===== config.mk =====
export PLATFORM = sky130hd
export DESIGN_NAME = reg_scoreboard
export DESIGN_NICKNAME = d
export VERILOG_FILES = /design/src/rtl/reg_scoreboard.sv
export SDC_FILE = /design/constraint.sdc
export NUM_CORES = 1
export LEC_CHECK = 0
export CORE_MARGIN = 4
export CORE_UTILIZATION = 45
export CTS_BUF_LIST = sky130_fd_sc_hd__clkbuf_4 sky130_fd_sc_hd__clkbuf_8
export CTS_CLUSTER_DIAMETER = 80
export DETAILED_ROUTE_END_ITERATION = 12
export PLACE_DENSITY_LB_ADDON = 0.2
export SLEW_MARGIN = 20
export SYNTH_ARGS = -nofsm -noshare
export SYNTH_HDL_FRONTEND = slang
export SYNTH_SLANG_ARGS = --single-unit

===== constraint.sdc =====
create_clock -name clk -period 16.13 [get_ports clk]
set_input_delay 4.839 -clock clk [delete_from_list [all_inputs] [get_ports clk]]
set_output_delay 4.839 -clock clk [all_outputs]
set_load 0.01 [all_outputs]

===== src/rtl/reg_scoreboard.sv =====
// Register-busy scoreboard: per-register in-flight writer/load counters feeding
// the ID-stage stall, with a forwarding-aware mode that only stalls on loads.
module reg_scoreboard #(
  parameter int unsigned REG_COUNT = 16,
  parameter int unsigned ADDR_W    = 4,
  parameter int unsigned CNT_W     = 2
) (
  input  logic                 clk,
  input  logic                 rst,
  input  logic                 issue_valid,
  input  logic                 issue_wb_en,
  input  logic                 issue_is_load,
  input  logic [ADDR_W-1:0]    issue_dest,
  input  logic                 flush,
  input  logic                 wb_valid,
  input  logic [ADDR_W-1:0]    wb_dest,
  input  logic                 wb_was_load,
  input  logic [ADDR_W-1:0]    src1_address,
  input  logic [ADDR_W-1:0]    src2_address,
  input  logic                 have_two_src,
  input  logic                 ignore_hazard,
  input  logic                 forward_en,
  output logic                 stall,
  output logic [REG_COUNT-1:0] busy_vector,
  output logic                 err
);

  localparam logic [CNT_W-1:0] CNT_MAX = '1;

  logic [CNT_W-1:0] pend_q [REG_COUNT];
  logic [CNT_W-1:0] ldp_q  [REG_COUNT];
  logic [CNT_W-1:0] pend_d [REG_COUNT];
  logic [CNT_W-1:0] ldp_d  [REG_COUNT];
  logic [CNT_W:0]   pend_nx [REG_COUNT];
  logic [CNT_W:0]   ldp_nx  [REG_COUNT];
  logic [REG_COUNT-1:0] err_vec;
  logic                 err_q;
  logic                 acc_c;
  logic                 hit1_c;
  logic                 hit2_c;

  // Returns {overflow/underflow flag, next count}; simultaneous +1/-1 cancel.
  function automatic logic [CNT_W:0] bump(input logic [CNT_W-1:0] cnt,
                                          input logic inc, input logic dec);
    logic [CNT_W:0] res;
    res = {1'b0, cnt};
    if (inc && !dec) begin
      if (cnt == CNT_MAX) res[CNT_W] = 1'b1;
      else                res[CNT_W-1:0] = cnt + CNT_W'(1);
    end else if (dec && !inc) begin
      if (cnt == '0) res[CNT_W] = 1'b1;
      else           res[CNT_W-1:0] = cnt - CNT_W'(1);
    end
    return res;
  endfunction

  // Hazard query against registered counters only; no same-cycle bypass.
  always_comb begin
    hit1_c = forward_en ? (ldp_q[src1_address] != '0) : (pend_q[src1_address] != '0);
    hit2_c = forward_en ? (ldp_q[src2_address] != '0) : (pend_q[src2_address] != '0);
    stall  = ~ignore_hazard & (hit1_c | (have_two_src & hit2_c));
    acc_c  = issue_valid & issue_wb_en & ~flush & ~stall;
  end

  always_comb begin
    for (int r = 0; r < REG_COUNT; r++) begin
      busy_vector[r] = (pend_q[r] != '0);
    end
  end

  // Next-state counters; load count is kept no larger than the writer count.
  always_comb begin
    for (int r = 0; r < REG_COUNT; r++) begin
      pend_nx[r] = bump(pend_q[r],
                        acc_c && (issue_dest == ADDR_W'(r)),
                        wb_valid && (wb_dest == ADDR_W'(r)));
      ldp_nx[r]  = bump(ldp_q[r],
                        acc_c && issue_is_load && (issue_dest == ADDR_W'(r)),
                        wb_valid && wb_was_load && (wb_dest == ADDR_W'(r)));
      pend_d[r]  = pend_nx[r][CNT_W-1:0];
      ldp_d[r]   = (ldp_nx[r][CNT_W-1:0] > pend_d[r]) ? pend_d[r] : ldp_nx[r][CNT_W-1:0];
      err_vec[r] = pend_nx[r][CNT_W] | ldp_nx[r][CNT_W];
    end
  end

  always_ff @(posedge clk) begin
    if (!rst) begin
      for (int r = 0; r < REG_COUNT; r++) begin
        pend_q[r] <= '0;
        ldp_q[r]  <= '0;
      end
      err_q <= 1'b0;
    end else begin
      for (int r = 0; r < REG_COUNT; r++) begin
        pend_q[r] <= pend_d[r];
        ldp_q[r]  <= ldp_d[r];
      end
      err_q <= err_q | (|err_vec);
    end
  end

  assign err = err_q;

endmodule


; ---- Yosys cells after proc, flatten, opt, wreduce, memory -nomap -nowiden
; Memory sizes are Yosys's and may differ from the RTL's.
; Index checks and enable logic that the tools add are counted.
[word_totals]
reg_bits = 1
latch_bits = 0
ram_bits = 64
romBits = 0
input_bits = 27
output_inout_bits = 18
word_cells = 696
mem_count = 2
[memory_table]
columns = memory, depth, word_bits, read_ports, rd_clocked_by_memory_dff, wr, line_no
row1 = ldp_q, 16, 2, 18, 0, 16, 31  ; logic [CNT_W-1:0] ldp_q [REG_COUNT];
row2 = pend_q, 16, 2, 18, 0, 16, 30  ; logic [CNT_W-1:0] pend_q [REG_COUNT];
[classes]
n_addsub = 64
n_mul = 0
div = 0
magnitude_cmp = 16
eq_ne = 62
shift = 0
mux = 244
bitwise = 58
reduce_logical = 249
[op_table]
columns = operator, n
row1 = $mux W2, 112
row2 = $mux W3, 64
row3 = $logic_and A1 B1 Y1, 130
row4 = $mux W1, 68
row5 = $add A2 B1 Y2 const B, 32
row6 = $eq A2 B2 Y1 const B, 32
row7 = $eq A4 B4 Y1 const B, 16
row8 = $logic_not A1 Y1, 64
row9 = $logic_not A2 Y1, 32
row10 = $sub A2 B1 Y2 const B, 32
row11 = $or A1 B1 Y1, 50
row12 = $reduce_bool A2 Y1, 20
row13 = $eq A4 B3 Y1 const B, 8
row14 = $gt A2 B2 Y1, 16
row15 = $eq A4 B2 Y1 const B, 4
row16 = $reduce_or A16 Y1, 1
row17 = $eq A4 B1 Y1 const B, 2
row18 = $logic_not A4 Y1, 2
row19 = $and A1 B1 Y1, 5
row20 = $not A1 Y1, 3

; ---- Longest topological paths before layout
; Gate-level depths: netlist of run 1.
; An unclocked memory read counts as a cell.
[depth]
ltp_word = 17
mapped_depth = 19
mapped_depth_nobuf = 17

; ---- Worst setup path after synthesis of run 1
; OpenSTA, ideal clock, no wires.
[synth_path]
kind = in2out
from = input port src2_address[2]
to = output port stall
arrival_ps = 6954
required_ps = 11291
setup_slack_ps = 4337
stages = 8
path_cell_list = clkbuf_1 > mux4_2 > nand2_1 > nand4b_1 > a41oi_2 > nand2_2 > inv_2 > clkbuf_1
[synth_between]
elab_chain_cells = 6
elab_cells_between_ends = 8
[synth_lines]
columns = item, line_no
row1 = start: declaration, 19  ; input logic [ADDR_W-1:0] src2_address,
row2 = "$mem_v2 Z16 W2, on equally long branches", n/a
row3 = $reduce_bool A2 Y1, 60  ; hit2_c = forward_en ? (ldp_q[src2_address] != '0) : (pend_q[src2_address] != '0);
row4 = $mux W1 (*), 60
row5 = $and A1 B1 Y1 (*), 61  ; stall = ~ignore_hazard & (hit1_c | (have_two_src & hit2_c));
row6 = $or A1 B1 Y1 (*), 61
row7 = $and A1 B1 Y1 (*), 61
row8 = end: declaration, 23  ; output logic stall,
; Mark *: on every way between the ends. The rest lies on a longest branch, timed or not.

; ---- Worst setup path after layout of run 1
[layout_path]
from = input port src1_address[0]
to = output port stall
[layout_between]
elab_chain_cells = 5
elab_cells_between_ends = 7
[layout_lines]
columns = item, line_no
row1 = start: declaration, 18  ; input logic [ADDR_W-1:0] src1_address,
row2 = "$mem_v2 Z16 W2, on equally long branches", n/a
row3 = $reduce_bool A2 Y1, 59  ; hit1_c = forward_en ? (ldp_q[src1_address] != '0) : (pend_q[src1_address] != '0);
row4 = $mux W1 (*), 59
row5 = $or A1 B1 Y1 (*), 61
row6 = $and A1 B1 Y1 (*), 61
; Marks and branches as above.

==> impl_metrics.json, run 1 <==
{
  "status": "completed",
  "final_core_util_pct": 51.9,
  "clkTransAtPathRegs_ps": 80,
  "ios": 45,
  "synthMuxAreaShare_pct": 5.90,
  "cts_setup_buffers": 0,
  "finalMaxSlewViolations": 0,
  "hpwlAfterDp_um": 20200,
  "synth-async-reset-ratio_pct": 0,
  "p_leak_uw": 0.00310,
  "yosysTopAreaCell": "dfxtp_1",
  "globalplace.congestion": 1.10,
  "area.sequential_mm2": 0.00130,
  "crit_arrival_ps": 8810,
  "min_from": "pend_q[7][0]",
  "synth_area_leaders": "dfxtp_1, ha_1, nor2_1, nand2_1, a21oi_1",
  "dominantRegCellSynth": "dfxtp_1",
  "setup_violations": 0,
  "viasPerCell": 6.46,
  "wl_per_cell_um": 21.4,
  "yosys.area.top_type_share_pct": 18.1,
  "cts_hold_buf": 0,
  "reg2regPathDepth": 18,
  "synth_fp_nets": 1077,
  "min_period_ps": 13650,
  "core-area_mm2": 0.0154,
  "hold_path_end": "pend_q[7][1]",
  "crit_fanout": 24,
  "rows": 45,
  "yosys_warnings": 0,
  "grt-ovfl-total": 0,
  "worstPathRequired_ps": 11290,
  "diodes": 0,
  "synth_top_family_by_area": "simple AND/OR/NAND/NOR gates",
  "drt-initial-drc-count": 877,
  "insertion_delay_ps": 390,
  "dr.pass1.iters": 8,
  "ctsHtreeMaxLevel": 3,
  "finalPower_uw": 448,
  "remaining_drc_errors": 0,
  "die_y_um": 134,
  "reg2reg_slack_ps": 11170,
  "synth_edf_count": 0,
  "antenna_found_initial": 0,
  "cap_violations": 0,
  "worst_pin_slew_ps": 1010,
  "ys_seq_elements": 65,
  "cts_tree": "built",
  "drive_gt1_share_pct": 8.10,
  "area.growth.synth_to_final_pct": 11.4,
  "syn_area_mm2": 0.00719,
  "cp-start-kind": "input port",
  "clock_skew_ps": 9.08,
  "synth-simple-area-share_pct": 31.2,
  "final_cell_area_mm2": 0.00801,
  "fmax_mhz": 73.3,
  "grt_pass1_vias": 7091,
  "syn_inst": 1002,
  "post_dp_cell_area_mm2": 0.00778,
  "rsz0062_at_grt": "false",
  "synth_compound_area_share_pct": 29.4,
  "avgSynthCellArea_um2": 7.18,
  "tns_ps": 0,
  "cp-end-kind": "output port",
  "grtUsageTotal_pct": 29.1,
  "rr_startpoint": "pend_q[4][0]",
  "fin_crit_sh_pct": 84.6,
  "nNetsFinal": 1095,
  "initial_core_util_pct": 46.6,
  "criticalPathCategory": "input port to output port",
  "grt_start_max_net_pins": 40,
  "r2r-end": "ldp_q[11][0]",
  "fill_cells": 1597,
  "cts.sinks": 65,
  "power.density_mw_per_mm2": 55.9,
  "portBuffers": 44,
  "die_x_um": 134,
  "cts_buffers": 9,
  "final_cell_mix": "nor2_1, nand2_1, a21oi_1",
  "yosysSeqAreaShare_pct": 18.1,
  "yosys.area_share.adder_pct": 8.35,
  "hold_depth": 2,
  "drt-total-wl_um": 26400,
  "grt_pass1_wl_um": 41000,
  "whs_ps": 574,
  "ant_nets": 0,
  "multi_input_area_mm2": 0.00542,
  "final_common_cell": "nor2_1",
  "synth_cell_types": 81,
  "cts_buffer_depth": 2,
  "max_slew_margin_pct": 32.3,
  "hold_violations": 0,
  "fp.dieArea_mm2": 0.0181,
  "vias": 7990,
  "synth_xor_area_share_pct": 0.365,
  "cts_resized": 0,
  "holdCritPathClass": "flop to flop",
  "ir_drop_uv": 39.3,
  "cts_root_buffer": "clkbuf_8"
}
[sequential cells by signal (all words and copies together), names as in the netlist]
| signal | flops |
|---|---|
| pend_q | 32 |
| ldp_q | 32 |
| err | 1 |
[critical path, stage by stage]
cell             delay [ps]
clkdlybuf4s50_1         950
nor3_1                  140
a2111oi_0               500
nor4_1                  120
mux2_2                  330
a41oi_4                 210
buf_4                   400
nand2_2                 290
inv_2                   410
clkdlybuf4s50_1         620
[worst max path at each step]
stage,slack (ps),startpoint,to
floorplan,4340,src2_address[2],stall
global placement,2660,src1_address[0],stall
detailed placement,2560,src1_address[0],stall
CTS,2540,src1_address[0],stall
global route,2230,src1_address[0],stall
finish,2480,src1_address[0],stall
[logic make-up after synthesis]
family,count (synthesis)
adder cells (fa/ha/maj),48
flip-flops,65
AO/OA/AOI/OAI,290
multiplexers,31
buffers and inverters,119
XOR/XNOR,3
AND/OR/NAND/NOR,446
[area by class of cell]
class                      instances  area share (%)
timing repair buffer              58            6.81
sequential                        65            16.2
multi-input combinational        818            67.6
clock inverter                     7            1.28
inverter                          68            3.19
tap                              211            3.30
clock buffer                       9            1.55
[through the flow]
stage | cells | worst slack (ps)
finish | 1236 | 2480
global route | 1236 | 2230
CTS | 1236 | 2540
detailed placement | 1220 | 2560
global placement | 1220 | 2660
floorplan | 1002 | 4340
[synth_stat cells, types with 8 or more instances]
| cell type | instances |
|---|---|
| a21o_1 | 8 |
| nor3_1 | 42 |
| and2_1 | 34 |
| nor2_1 | 102 |
| o21ai_0 | 52 |
| o22ai_1 | 13 |
| mux2i_1 | 12 |
| a21oi_1 | 75 |
| nand2_1 | 101 |
| nor4_1 | 10 |
| and3_1 | 19 |
| a22o_1 | 11 |
| nand3_1 | 34 |
| inv_1 | 66 |
| dfxtp_1 | 65 |
| nand2b_1 | 14 |
| o211ai_1 | 12 |
| a211oi_1 | 16 |
| or2_2 | 8 |
| ha_1 | 48 |
| mux2_2 | 11 |
| mux4_2 | 8 |
| clkbuf_1 | 40 |
| nand4_1 | 32 |
| nor2b_1 | 10 |
| nand3b_1 | 14 |
| a31oi_1 | 17 |
[metal layers]
layer | track usage (%) | wire (um)
met5 | 0 | 0
met4 | 14.8 | 1500
met2 | 43.4 | 11100
met1 | 39.6 | 11200
met3 | 6.34 | 2730
[power by group]
| part | total, uW | internal [uW] | switching [uW] | leakage, uW |
|---|---|---|---|---|
| Clock | 169 | 88.3 | 80.9 | 0.000110 |
| Combinational | 105 | 37.7 | 67.4 | 0.00247 |
| Sequential | 174 | 165 | 8.66 | 0.000525 |
| Total | 448 | 291 | 157 | 0.00310 |
Note: power is estimated with default switching activity, not from simulation.
==> run 2, diff against run 1 <==
Clock period 16.13 ns to 12.4 ns, I/O delays scaled along.
==> impl_metrics.json, run 2 (synthesis gave the netlist of run 1 again) <==
{
  "min_from": "pend_q[7][0]",
  "final_cells": 1235,
  "reg2reg_slack_ps": 7430,
  "power.density_mw_per_mm2": 72.4,
  "ir_drop_uv": 52.8,
  "cts_hold_buf": 0,
  "rsz0062_at_grt": "false",
  "ios": 45,
  "r2r-end": "ldp_q[11][0]",
  "cts_setup_buffers": 0,
  "multi_input_area_mm2": 0.00542,
  "cp.depth": 9,
  "finalMaxSlewViolations": 0,
  "final_cell_area_mm2": 0.00801,
  "final_common_cell": "nor2_1",
  "hold_violations": 0,
  "cap_violations": 0,
  "cts_buffer_depth": 2,
  "grtUsageTotal_pct": 29.6,
  "fp.dieArea_mm2": 0.0181,
  "rows": 45,
  "hpwlAfterDp_um": 20800,
  "final_cell_mix": "nor2_1, nand2_1, a21oi_1",
  "max_slew_margin_pct": 27.4,
  "cts_resized": 0,
  "fin_crit_sh_pct": 90.6,
  "tns_ps": 0,
  "min_period_ps": 11240,
  "clkTransAtPathRegs_ps": 70,
  "dr.pass1.iters": 6,
  "finalPower_uw": 579,
  "rr_startpoint": "pend_q[4][0]",
  "viasPerCell": 6.37,
  "cts_tree": "built",
  "vias": 7862,
  "grt_pass1_vias": 7069,
  "portBuffers": 44,
  "worstPathRequired_ps": 8680,
  "post_dp_cell_area_mm2": 0.00778,
  "wl_per_cell_um": 21.7,
  "holdCritPathClass": "flop to flop",
  "cp_slowest_stage_delay_ps": 780,
  "clock_skew_ps": 17.1,
  "ant_nets": 0,
  "ctsHtreeMaxLevel": 3,
  "p_leak_uw": 0.00310,
  "insertion_delay_ps": 390,
  "dp.cells": 1219,
  "core-area_mm2": 0.0154,
  "cts_root_buffer": "clkbuf_8",
  "fill_cells": 1614,
  "crit_arrival_ps": 7520,
  "nNetsFinal": 1094,
  "cts_buffers": 9,
  "hold_path_end": "pend_q[7][1]",
  "critPathBufInv": 4,
  "worst_pin_slew_ps": 1080,
  "hold_depth": 2,
  "crit_fanout": 24,
  "area.growth.synth_to_final_pct": 11.3,
  "die_x_um": 134,
  "path_common_cell": "clkdlybuf4s50_1",
  "fmax_mhz": 89.0,
  "grt_pass1_wl_um": 41400,
  "area.sequential_mm2": 0.00130,
  "drt-total-wl_um": 26800,
  "diodes": 0,
  "crit_path_cell_trace": "clkdlybuf4s50_1, mux4_2, a2111oi_2, a311oi_1, or4_1, buf_4, nand2_2, inv_2, clkdlybuf4s50_1",
  "crit_family": "buffers and inverters",
  "cts.sinks": 65,
  "drive_gt1_share_pct": 8.11,
  "setup_violations": 0,
  "antenna_found_initial": 0,
  "die_y_um": 134,
  "criticalPathCategory": "input port to output port",
  "cp-start-kind": "input port",
  "reg2regPathDepth": 18,
  "cp-end-kind": "output port",
  "globalplace.congestion": 0.981,
  "grt-ovfl-total": 0,
  "remaining_drc_errors": 0,
  "grt_start_max_net_pins": 40,
  "initial_core_util_pct": 46.6,
  "status": "completed",
  "drt-initial-drc-count": 798,
  "crit_slowest_cell": "clkdlybuf4s50_1"
}
## run 2: worst max-delay path by stage
stage,startpoint,end,slack [ps]
detailed placement,src2_address[2],stall,1190
finish,src2_address[2],stall,1160
CTS,src2_address[2],stall,1180
global route,src2_address[2],stall,940
floorplan,src2_address[2],stall,2840
global placement,src2_address[2],stall,1250
## run 2: per-layer routing
layer	global-route usage [%]	vias to the layer above	part of all wire [%]	wire length (um)
li1	-	3738	-	-
met2	47.0	367	44	11800
met3	7.31	88	8.8	2350
met5	0	-	0	0
met4	10.4	0	4.4	1170
met1	39.3	3669	43	11500
## run 2: through the flow
stage               worst slack, ps  util [%]  hold WS [ps]
finish                         1160      51.9           570
global route                    939      51.9           599
CTS                            1180      51.9           566
detailed placement             1190      50.4           554
global placement               1250      50.4           549
floorplan                      2840         -           516
## run 2: layout make-up
type | count | share of cell area (%)
inverter | 68 | 3.19
tap | 211 | 3.30
clock buffer | 12 | 1.83
multi-input combinational | 818 | 67.7
clock inverter | 4 | 0.969
timing repair buffer | 57 | 6.72
sequential | 65 | 16.3
## run 2: report_power, final
part / internal [uW] / switching, uW / total, uW
clock: 121 / 94.4 / 215
sequential: 215 / 11.1 / 226
combinational: 49.1 / 89.1 / 138
total: 385 / 195 / 579
## run 2: worst reg2reg max path: cells and delay by family (launching register included)
kind,cells,cell delay (ps)
multiplexers,1,490
adder cells (fa/ha/maj),1,290
buffers and inverters,4,790
flip-flops,1,350
AO/OA/AOI/OAI,6,1460
AND/OR/NAND/NOR,6,1500
==> variant: new RTL, flow settings as in run 2 <==
Set the parameter `CNT_W` to 3 (it was 2).
--- a/src/rtl/reg_scoreboard.sv
+++ b/src/rtl/reg_scoreboard.sv
@@ -5,3 +5,3 @@
   parameter int unsigned ADDR_W    = 4,
-  parameter int unsigned CNT_W     = 2
+  parameter int unsigned CNT_W     = 3
 ) (
Function: not settled (the Yosys comparison gave no result); the edit may change what the design does.
==> variant against run 2 <==
- wire length is 53% higher
- synthesized area is 63% higher
- cell area is 56% higher
- count of clock-buffer cells in the layout is 1 lower
- die area is 58% higher
- sequential power is 70% higher
- sequential cell count is 32 higher
- total power is 99% higher
- worst setup slack better by 0.099 ns
- utilization is 2.6 points lower
==> variant: results (changes against run 2) <==
| Metric | Value |
|---|---|
| Vias in the first global route | `10,900 (was 7,069)` |
| Via-per-instance ratio | `6.38 (was 6.37)` |
| Arrival time of the worst setup path | `7.42 ns (was 7.52 ns)` |
| Synth top area share | `16.6% (was 18.1%)` |
| Inst Count DP | `1,872 (was 1,219)` |
| Top cells by count, synth | `ha_1 (155), inv_1 (154), nand2_1 (149) (was nor2_1 (102), nand2_1 (101), a21oi_1 (75))` |
| Worst hold margin | `0.635 ns (was 0.570 ns)` |
| GRT Total Usage | `27.9% (was 29.6%)` |
| Critical Path Start | `src1_address[1] (was src2_address[2])` |
| Largest net degree at the start of global routing | `60 (was 40)` |
| Status | `completed (unchanged)` |
| Dpl hpwl | `32,000 um (was 20,800 um)` |
| Critical path's largest stage delay | `1.03 ns (was 0.78 ns)` |
| Peak VDD IR | `0.0853 mV (was 0.0528 mV)` |
| Worst rel slew slack | `21.1% (was 27.4%)` |
| RePlAce Congestion | `1.03 (was 0.981)` |
| Seq/Total Area, Yosys | `16.6% (was 18.1%)` |
| Skew final | `0.0214 ns (was 0.0171 ns)` |
| Share of cells above drive strength 1 | `6.68% (was 8.11%)` |
| Area after DPL | `12,300 um^2 (was 7780 um^2)` |
| Via count | `12,000 (was 7,862)` |
| DR pass1 iterations | `8 (was 6)` |
| Proportion of synthesized area in mux cells | `2.62% (was 5.90%)` |
| Synth Area in XOR/XNOR | `2.46% (was 0.365%)` |
| Final net count | `1,735 (was 1,094)` |
| Critical path peak fanout | `23 (was 24)` |
| DR iter-0 viols | `1,337 (was 798)` |
| R2R Path Start | `ldp_q[15][1] (was pend_q[4][0])` |
| Post-synthesis adder-cell area fraction | `16.6% (was 8.35%)` |
| FF-to-FF End | `ldp_q[8][0] (was ldp_q[11][0])` |
| R2R depth | `17 (was 18)` |
-- variant: cell types whose count changed after synthesis, moves of 31 or more --
cell | run 2 | this run
dfxtp_1 | 65 | 97
ha_1 | 48 | 155
inv_1 | 66 | 154
nand2_1 | 101 | 149
nor2_1 | 102 | 133
nor4_1 | 10 | 42
-- variant: power by group through the flow --
stage,Sequential [W],Combinational (W),Clock (W)
6_report,0.000385,0.000529,0.000238
5_1_grt,0.000390,0.000586,0.000252
4_1_cts,0.000384,0.000520,0.000242
3_5_place_dp,0.000391,0.000517,0
3_3_place_gp,0.000391,0.000504,0
2_1_floorplan,0.000376,0.000387,0
-- variant: worst min path at each step --
stage | start | end | cells after the start
floorplan | pend_q[11][1] | pend_q[11][1] | 2
global placement | pend_q[11][1] | pend_q[11][1] | 2
detailed placement | pend_q[11][1] | pend_q[11][1] | 2
CTS | pend_q[11][1] | pend_q[11][1] | 2
global route | pend_q[11][1] | pend_q[11][1] | 2
finish | pend_q[11][1] | pend_q[11][1] | 2
-- variant: metal layers --
layer	GRT usage [%]	share of wire, %	routed length [um]	up-vias
met5	0	0	0	-
met4	13.4	5.1	2090	0
met3	4.98	9.5	3880	113
met2	41.9	42	17200	598
met1	38.8	43	17800	5623
li1	-	-	-	5706
-- variant: cell families after synthesis --
kind of cell,after synthesis
multiplexers,26
XOR/XNOR,32
adder cells (fa/ha/maj),155
AND/OR/NAND/NOR,612
flip-flops,97
buffers and inverters,213
AO/OA/AOI/OAI,410
-- variant: area by class of cell --
| class | count | area, um^2 |
|---|---|---|
| Clock buffer | 11 | 145 |
| Clock inverter | 5 | 61.3 |
| Fill cell | 2530 | 12900 |
| Inverter | 155 | 582 |
| Multi-Input combinational cell | 1235 | 8850 |
| Sequential cell | 97 | 1940 |
| Tap cell | 330 | 413 |
| Timing Repair Buffer | 55 | 518 |
